**config.mk**
```make
export PLATFORM = sky130hd
export DESIGN_NAME = rgb_pwm_driver
export DESIGN_NICKNAME = d
export VERILOG_FILES = /design/src/rtl/rgb_pwm_driver.sv
export SDC_FILE = /design/constraint.sdc
export NUM_CORES = 1
export LEC_CHECK = 0
export ABC_AREA = 1
export CORE_ASPECT_RATIO = 0.5
export CORE_UTILIZATION = 52
export CTS_CLUSTER_SIZE = 40
export DETAILED_ROUTE_END_ITERATION = 6
export PLACE_DENSITY = 0.84
export SLEW_MARGIN = 20
export SYNTH_ARGS = -nofsm -noshare
export SYNTH_HDL_FRONTEND = slang
export SYNTH_SLANG_ARGS = --single-unit
```
**constraint.sdc**
```tcl
create_clock -name clk -period 2.2 [get_ports clk]
set_input_delay 0.22 -clock clk [delete_from_list [all_inputs] [get_ports clk]]
set_output_delay 0.22 -clock clk [all_outputs]
set_load 0.05 [all_outputs]
```
**src/rtl/rgb_pwm_driver.sv**
```systemverilog
// RGB PWM LED driver: double-buffered colour, frame-aligned updates,
// global 2-bit dimming shift.
module rgb_pwm_driver #(
  parameter int unsigned PRESCALE = 4
) (
  input  logic        clk,
  input  logic        rst_n,
  input  logic [23:0] rgb_in,
  input  logic        rgb_valid,
  input  logic [1:0]  dim,
  output logic        led_r,
  output logic        led_g,
  output logic        led_b,
  output logic        frame_start,
  output logic        update_pending
);

  localparam int unsigned PW =
    (PRESCALE > 1) ? $clog2(PRESCALE) : 1;
  localparam logic [PW-1:0] PMAX = PW'(PRESCALE - 1);

  logic [PW-1:0] pre_cnt;
  logic [7:0]    pwm_cnt;
  logic [23:0]   staged;
  logic [23:0]   active;
  logic [1:0]    act_dim;

  logic          tick;
  logic          wrap;
  logic [7:0]    pwm_nxt;
  logic [23:0]   act_nxt;
  logic [1:0]    dim_nxt;
  logic [7:0]    eff_r;
  logic [7:0]    eff_g;
  logic [7:0]    eff_b;

  always_comb begin
    tick    = (pre_cnt == PMAX);
    wrap    = tick && (pwm_cnt == 8'hFF);
    pwm_nxt = pwm_cnt;
    if (tick)
      pwm_nxt = pwm_cnt + 8'd1;
    act_nxt = active;
    dim_nxt = act_dim;
    if (wrap) begin
      dim_nxt = dim;
      priority case (1'b1)
        rgb_valid:      act_nxt = rgb_in;
        update_pending: act_nxt = staged;
        default:        act_nxt = active;
      endcase
    end
    eff_r = act_nxt[23:16] >> dim_nxt;
    eff_g = act_nxt[15:8]  >> dim_nxt;
    eff_b = act_nxt[7:0]   >> dim_nxt;
  end

  // LEDs compare next-state count/duty so they line up with frame_start
  always_ff @(posedge clk or negedge rst_n) begin
    if (!rst_n) begin
      pre_cnt        <= '0;
      pwm_cnt        <= '0;
      staged         <= '0;
      active         <= '0;
      act_dim        <= '0;
      update_pending <= 1'b0;
      frame_start    <= 1'b0;
      led_r          <= 1'b0;
      led_g          <= 1'b0;
      led_b          <= 1'b0;
    end else begin
      pre_cnt <= tick ? '0 : pre_cnt + PW'(1);
      pwm_cnt <= pwm_nxt;
      if (rgb_valid)
        staged <= rgb_in;
      if (wrap)
        update_pending <= 1'b0;
      else if (rgb_valid)
        update_pending <= 1'b1;
      active      <= act_nxt;
      act_dim     <= dim_nxt;
      frame_start <= wrap;
      led_r       <= (pwm_nxt < eff_r);
      led_g       <= (pwm_nxt < eff_g);
      led_b       <= (pwm_nxt < eff_b);
    end
  end

endmodule

```
==> flow_metrics.tcl <==
set metrics [dict create \
    status "finished, violations left" \
    violations "DRC, setup timing" \
    synth-compound-area-share 0.0941 \
    skew_ps 8.33 \
    drcViolationCount 10 \
    hpwlAfterDp_um 7040 \
    syn_area_um2 3840 \
    grt_max_degree 42 \
    cts_sinks 65 \
    drt_iter0_markers 762 \
    yosys_most_used_dff "dfrtp_1" \
    coreArea_um2 6910 \
    syn-num-nets 540 \
    grt_overflow_total 0 \
    numCtsBuffers 9 \
    leakagePower_nw 2.93 \
    tritoncts "yes" \
    synth_top_family_by_area "simple AND/OR/NAND/NOR gates" \
    r2r_slack_ps -720 \
    maxSlewViolCount 0 \
    grt_util_met1 0.423 \
    rsz0062_at_grt "true" \
    synth-async-reset-ratio 1.00 \
    ant_nets 0 \
    first_pass_iters 7 \
    cp_max_fo 5 \
    grtUsageTotal 0.351 \
    placementRows 21 \
    synth_edf_count 0 \
    synth.avg_cell_area_um2 7.87 \
    path_clk_slew_ps 60 \
    synth.mux.area_fraction 0.0355 \
    final.min_clock_period_ps 2920 \
    synthAdderAreaFrac 0.0749 \
    ys_ff_latch 65 \
    post-synth-top-count-cell "nand2_1" \
    setup_ws_ps -720 \
    worstPathArrival_ps 3190 \
    wirelength_um 16600 \
    io_buffers 33 \
    cts_root_buffer "clkbuf_16" \
    busiest_layer "met2" \
    grt_use_met2 0.531 \
    grt_pass1_vias 3873 \
    path_class "flip-flop to flip-flop" \
    h-tree-depth 3 \
    pre_cts_ws_ps -442 \
    final_hold_viol_count 0 \
    die_h_um 62.8 \
    cp-start-kind "flip-flop" \
    wl_per_cell_um 23.6 \
    synth_common_cells "182 x nand2_1, 65 x dfrtp_1, 48 x inv_1" \
    syn_inst 488 \
    area_growth_syn_to_layout_pct 47.2 \
    dp_cells 668 \
    ys_seq_area_frac 0.423 \
    synth-simple-area-share 0.275 \
    fillers 330 \
    hold_class "primary input to async pin" \
    slew_headroom 0.518 \
    place.gp.congestion 0.914 \
    vias 4479 \
    die_area_um2 7760 \
    fp.dieW_um 124 \
    cap_violations 0 \
    grt_use_met3 0.127 \
    cp.required_ps 2470 \
    netlist_top_cells_area "dfrtp_1 42%, nand2_1 18%, ha_1 7.5%, inv_1 4.7%, o21ai_0 3.8%" \
    yosysWarnings 0 \
    clk_path_buf_depth 2 \
    vias_per_cell 6.35 \
    diodes 0 \
    ys_types 35 \
    start_util 0.556 \
    drive_gt1_frac 0.328 \
    synth_top_area_cell "dfrtp_1" \
    ir_drop_uv 502 \
    finalSetupViolations 3 \
    clock_latency_ps 350 \
    grt_pass1_wl_um 20000 \
    synth_top_cell_area_share 0.423 \
    cp-end-kind "flip-flop" \
    final.period_utilization 1.33 \
    stdcell_count 705 \
    powerDensity_nw_per_um2 548 \
    fin_nets 661 \
    antenna_found_initial 0 \
    worst_slew_pin_slew_ps 720 \
    synth_xor_area_frac 0.0137 \
    pin_count 34 \
    fmax_mhz 342 \
]
-- area by class of cell --
class | instances | area, um^2 | share of cell area
Tap cell | 92 | 115 | 0.0203
Sequential cell | 65 | 1630 | 0.288
Clock buffer | 12 | 256 | 0.0453
Clock inverter | 3 | 40.0 | 0.00708
Timing Repair Buffer | 129 | 1170 | 0.207
Inverter | 51 | 191 | 0.0338
Multi-Input combinational cell | 353 | 2260 | 0.399
-- logic make-up (layout without fill, tap and decap cells) --
family                     Yosys count  after routing
AOI/OAI and AO/OA                   66             66
xor gates and xnor gates             6              6
adders and majority gates           23             23
buffers and inverters               70            195
DFF                                 65             65
muxes                               12             12
and+or+nand+nor                    246            246
-- cell usage in the layout (no fill, tap or decap), drive strengths merged, types with 13 or more instances in the layout --
master and n:
nand2 190, clkdlybuf4s50 32, nand3 30, clkbuf 13, buf 95, ha 23, dfrtp 65, inv 50
nor2 19, o21ai 38, a21oi 22
-- timing repair --
| item | CTS | global route |
|---|---|---|
| endpoints found under the hold margin | 24 | 0 |
| pin swaps | 6 | 34 |
| hold buffers | 1 | 0 |
| resized for setup | 21 | 69 |
| gates cloned | 0 | 1 |
| buffers inserted | 1 | 19 |
| setup endpoints to repair | 3 | 3 |
-- final timing paths --
check | cells after the start | from | end
hold / removal | 2 | rst_n | active[5]
hold reg to reg | 2 | staged[8] | staged[8]
setup / recovery | 16 | pwm_cnt[1] | led_r
max in group asynchronous | 3 | rst_n | update_pending
setup reg to reg | 16 | pwm_cnt[1] | led_r
min in group clk | 3 | rgb_in[9] | staged[9]
-- report_power, final --
part	switching, W	internal, W
clock	0.000568	0.000929
combinational	0.000189	0.000136
sequential	0.0000295	0.00125
-- registers in the layout (all words and copies together) (netlist names) --
signal          flops
led_r               1
led_b               1
pwm_cnt             8
update_pending      1
pre_cnt             2
active             24
staged             24
act_dim             2
led_g               1
frame_start         1
-- routing by layer --
metal,share of wire,wire length (um)
met5,0.0019,31
met4,0.087,1440
met3,0.15,2450
met2,0.40,6630
met1,0.36,6060
-- critical path, cell delays in order (launching register included) --
cell and delay, ps:
dfrtp_1 440, ha_4 200, buf_4 100, nand3_1 120
nor2_4 180, nand2_4 90, o21ai_4 260, buf_4 190
o21ai_0 90, a21oi_1 250, a21oi_2 80, ha_1 340
nand2_2 90, nand2_2 60, nand2_2 100, nand2_4 80
a21oi_4 180
-- stage by stage --
stage          hold WS (ps)   util  power, W  instance area (um^2)  TNS [ps]
2_1_floorplan         -75.6      -   0.00141                  3860      -511
5_1_grt                 462  0.819   0.00318                  5660     -3150
4_1_cts                 435  0.753   0.00300                  5200      -987
3_3_place_gp            253  0.695   0.00154                  4800      -883
6_report                428  0.819   0.00310                  5660     -2010
3_5_place_dp            251  0.695   0.00155                  4800     -1230
No activity file was read; power rests on OpenSTA's default activity.
